--- src/rtl/img_pkg.sv ---
// Shared image geometry and the pixel-to-frame packer state encoding.
package img_pkg;

  localparam int IMG_R_I = 5;
  localparam int IMG_C_I = 5;
  localparam int IMG_W_I = 8;
  localparam int FRAME_W = IMG_R_I * IMG_C_I * IMG_W_I;

  localparam logic [0:0] ST_FILL = 1'b0;
  localparam logic [0:0] ST_DROP = 1'b1;

endpackage

--- src/rtl/axis_pixel_to_frame.sv ---
// Packs a raster AXIS pixel stream into flat R_I*C_I*W_I frame beats; a fill
// register and an output register let packing of frame k+1 overlap draining of frame k.
module axis_pixel_to_frame
  import img_pkg::*;
#(
  parameter int R_I = IMG_R_I,
  parameter int C_I = IMG_C_I,
  parameter int W_I = IMG_W_I
) (
  input  logic                     clk,
  input  logic                     rst,
  output logic                     s_axis_pixel_ready,
  input  logic                     s_axis_pixel_valid,
  input  logic [W_I-1:0]           s_axis_pixel_data,
  input  logic                     s_axis_pixel_last,
  input  logic                     m_axis_frame_ready,
  output logic                     m_axis_frame_valid,
  output logic [R_I*C_I*W_I-1:0]   m_axis_frame_data,
  output logic                     err_runt,
  output logic                     err_long
);

  localparam int N_PIX = R_I * C_I;
  localparam int CW    = (N_PIX > 1) ? $clog2(N_PIX) : 1;
  localparam int FW    = N_PIX * W_I;
  localparam logic [CW-1:0] LAST_IDX = CW'(N_PIX - 1);

  logic [0:0]    state_q, state_d;
  logic [CW-1:0] cnt_q, cnt_d;
  logic [FW-1:0] fill_q, fill_d;
  logic          fill_full_q, fill_full_d;
  logic [FW-1:0] out_q, out_d;
  logic          out_vld_q, out_vld_d;
  logic          err_runt_q, err_runt_d;
  logic          err_long_q, err_long_d;

  logic          out_free;
  logic          acc;
  logic          at_last_idx;
  logic [FW-1:0] merged;

  assign out_free           = !out_vld_q | m_axis_frame_ready;
  assign s_axis_pixel_ready = !fill_full_q & !rst;
  assign acc                = s_axis_pixel_valid & s_axis_pixel_ready;
  assign at_last_idx        = (cnt_q == LAST_IDX);

  always_comb begin
    state_d     = state_q;
    cnt_d       = cnt_q;
    fill_d      = fill_q;
    fill_full_d = fill_full_q;
    out_d       = out_q;
    out_vld_d   = out_vld_q & !m_axis_frame_ready;
    err_runt_d  = 1'b0;
    err_long_d  = 1'b0;

    merged = fill_q;
    merged[W_I*int'(cnt_q) +: W_I] = s_axis_pixel_data;

    // A parked frame moves to the output as soon as the output slot frees up.
    // Input is stalled while it is parked, so this never collides with acc below.
    if (fill_full_q && out_free) begin
      out_d       = fill_q;
      out_vld_d   = 1'b1;
      fill_full_d = 1'b0;
    end

    if (acc) begin
      if (state_q == ST_FILL) begin
        if (at_last_idx) begin
          cnt_d = '0;
          if (out_free) begin
            out_d     = merged;
            out_vld_d = 1'b1;
          end else begin
            fill_d      = merged;
            fill_full_d = 1'b1;
          end
          if (!s_axis_pixel_last) begin
            err_long_d = 1'b1;
            state_d    = ST_DROP;
          end
        end else if (s_axis_pixel_last) begin
          cnt_d      = '0;
          err_runt_d = 1'b1;
        end else begin
          fill_d = merged;
          cnt_d  = cnt_q + 1'b1;
        end
      end else if (s_axis_pixel_last) begin
        state_d = ST_FILL;
        cnt_d   = '0;
      end
    end
  end

  always_ff @(posedge clk) begin
    if (rst) begin
      state_q     <= ST_FILL;
      cnt_q       <= '0;
      fill_q      <= '0;
      fill_full_q <= 1'b0;
      out_q       <= '0;
      out_vld_q   <= 1'b0;
      err_runt_q  <= 1'b0;
      err_long_q  <= 1'b0;
    end else begin
      state_q     <= state_d;
      cnt_q       <= cnt_d;
      fill_q      <= fill_d;
      fill_full_q <= fill_full_d;
      out_q       <= out_d;
      out_vld_q   <= out_vld_d;
      err_runt_q  <= err_runt_d;
      err_long_q  <= err_long_d;
    end
  end

  assign m_axis_frame_valid = out_vld_q;
  assign m_axis_frame_data  = out_q;
  assign err_runt           = err_runt_q;
  assign err_long           = err_long_q;

endmodule

--- config.mk ---
export PLATFORM = sky130hd
export DESIGN_NAME = axis_pixel_to_frame
export DESIGN_NICKNAME = d
export VERILOG_FILES = /design/src/rtl/img_pkg.sv /design/src/rtl/axis_pixel_to_frame.sv
export SDC_FILE = /design/constraint.sdc
export NUM_CORES = 1
export LEC_CHECK = 0
export CAP_MARGIN = 20
export CORE_ASPECT_RATIO = 0.9
export CORE_MARGIN = 2
export CORE_UTILIZATION = 40
export DETAILED_ROUTE_END_ITERATION = 6
export PLACE_DENSITY = 0.75
export SLEW_MARGIN = 30
export SYNTH_ARGS = -nofsm -noshare
export SYNTH_HDL_FRONTEND = slang
export SYNTH_SLANG_ARGS = --single-unit
export TNS_END_PERCENT = 100
--- constraint.sdc ---
create_clock -name clk -period 3.6 [get_ports clk]
set_input_delay 0.54 -clock clk [delete_from_list [all_inputs] [get_ports clk]]
set_output_delay 0.54 -clock clk [all_outputs]
set_load 0.01 [all_outputs]
==> results.ini <==
[grt]
grt_max_degree = 184
globalRouteTotalUtil_pct = 24.6
grt_pass1_vias = 15800
antenna_found_initial = 0
grt_pass1_wl_um = 89900
gr-total-overflow = 0

[logic_synthesis]
ys_async_sr_fraction_pct = 0
yosysTopAreaCell = dfxtp_1
syn_inst = 2138
synth_area_leaders = dfxtp_1, nand2_1, a21oi_1
synth_top_area_share_pct = 46.6
synth_commonest_cells = nand2_1, dfxtp_1, a21oi_1
ys_seq_elements = 410
synth_most_common_cell = nand2_1
ys_types = 57
yosysWarnings = 0
avgSynthCellArea_um2 = 8.24
synth-edff-count = 0
synth_area_mm2 = 0.0176
synth_flop_cell = dfxtp_1
ys_seq_area_share_pct = 46.6
synth_nets = 2154

[critical_path]
endpoint_kind = register
path_delay_family = simple AND/OR/NAND/NOR gates
critical-path-max-stage-delay_ns = 0.73
cp.required_ns = 4.04
reg2regPathDepth = 10
cp_num_buf_inv = 1
crit_chain = inv_1 -> ha_1 -> nand2b_1 -> nor2_1 -> ha_1 -> nand2b_1 -> or3_1 -> nor4_4 -> mux2i_1 -> nor2_1
critical_path.max_fanout = 9
cp-start-kind = register
ff2ff_setup_slack_ns = 0.25
arrival_ns = 3.79
setup.worst_path.class = reg2reg
critPathSlowestCell = nor4_4
cp.depth = 10

[placed_design]
gp_congestion = 0.896
port_buffers = 216
hpwlAfterDp_um = 40200

[timing]
tightest_slew_ns = 0.928
slew_violations = 0
fin_skew_ns = 0.0260
period_share_pct = 93.1
grt_setup_unrepaired = false
hold_violations = 0
setup_viol = 0
period_minus_slack_ns = 3.35
relSlewSlack_pct = 38.1
max_freq_ghz = 0.298
setup_tns_ns = 0

[final_layout]
antenna_cells = 0
drive_above_1_share_pct = 8.18
fill_cells = 3937
area_growth_pct = 24.0
num-nets-final = 2307

[cts]
clk_latency_ns = 0.58
hold_buffers = 0
cts_tree = done
cts-root-buf = clkbuf_16
cts_buffers = 43
clkTransAtPathRegs_ns = 0.06
ctsResizeCount = 0
cts_htree_levels = 2
clockBufferDepth = 3
post_cts_buffers = 0
cts_num_sinks = 410

[run]
drv_cap = 0

[floorplan]
die_area_mm2 = 0.0458
rows = 72
io_pins = 217
die-width_um = 225
fp.dieH_um = 203
initial_core_util_pct = 40.8
coreArea_mm2 = 0.0432

[min_path]
hold-path-cell-count = 2
holdCritPathClass = in2reg

[power_and_ir_drop]
p_leak_nw = 7.30
power_w = 0.00949
power-per-cell-area_mw_per_mm2 = 434
irDropWorstVdd_mv = 0.354

[route]
drt_iter0_drc = 1820
first_pass_iters = 6
route.detailed.drc = 0
drt-total-wl_um = 57900
final_antenna_net_count = 0
num_vias = 16800
avgViaCountPerCell = 5.84
wire_per_inst_um = 20.1

[run_status]
outcome = finished clean

-- stage by stage --
stage | instance area, um2 | hold slack, ns | cells | util, % | setup WS (ns)
finish | 21900 | 0.307 | 2879 | 50.5 | 0.247
global route | 21900 | 0.300 | 2879 | 50.5 | 0.0221
CTS | 21900 | 0.287 | 2879 | 50.5 | 0.201
detailed placement | 20400 | 0.448 | 2801 | 47.2 | 0.221
global placement | 20400 | 0.439 | 2801 | 47.2 | 0.271
floorplan | 17600 | 0.427 | 2138 | - | 0.0800
-- layer usage --
metal | track usage, % | routed length, um
met5 | 0 | 0
met2 | 38.2 | 25700
met4 | 10.0 | 2060
met1 | 33.5 | 24900
met3 | 4.89 | 5100
-- sequential cells by signal, summed over array words and instances (netlist names) --
signal	flops
err_long	1
fill_q	200
cnt_q	5
err_runt	1
state_q	1
m_axis_frame_valid	1
fill_full_q	1
m_axis_frame_data	200
-- cells by family after synthesis --
kind of cell / count (synthesis) / share of synthesized area (%)
compound gates: 488 / 18.4
mux: 97 / 5.52
flops: 410 / 46.6
xor+xnor: 2 / 0.0994
simple gates: 958 / 25.0
fa+ha+maj: 3 / 0.213
buf+inv: 180 / 4.15
-- cell usage in the layout, fill, tap and decap left out, drive strengths merged, types with 6 or more instances in the layout --
cell type	n
nand3	58
a31oi	25
a221oi	38
mux2i	95
nand2b	71
a21oi	211
nand4	12
buf	68
nand2	597
nand3b	8
nor3	10
clkbuf	62
o311a	11
a311oi	111
clkdlybuf4s50	215
nor4	26
o21ai	35
nor3b	16
and2	11
o21bai	16
a211oi	16
clkinv	10
dfxtp	410
inv	6
nor2	125
and3	6
a31o	13
-- worst paths after layout --
kind                                         endpoint                   from
worst min register to register  m_axis_frame_data[44]  m_axis_frame_data[44]
worst max register to register             fill_q[57]               cnt_q[1]
worst min-delay path                       fill_q[76]                    rst
worst max-delay path                       fill_q[57]               cnt_q[1]
-- where the power goes --
part	switching [W]	total (W)	internal (W)
sequential	0.00000272	0.00454	0.00454
combinational	0.000246	0.000331	0.0000846
clock	0.00187	0.00462	0.00274
total	0.00212	0.00949	0.00737
-- area by class of cell --
class / count / area, um2 / share of cell area (%)
Sequential cell: 410 / 8210 / 37.6
Timing Repair Buffer: 283 / 2750 / 12.6
Tap cell: 555 / 694 / 3.18
Clock buffer: 62 / 1230 / 5.62
Multi-Input combinational cell: 1548 / 8730 / 39.9
Clock inverter: 16 / 228 / 1.04
Inverter: 5 / 18.8 / 0.0859
Note: power is estimated with default switching activity, not from simulation.
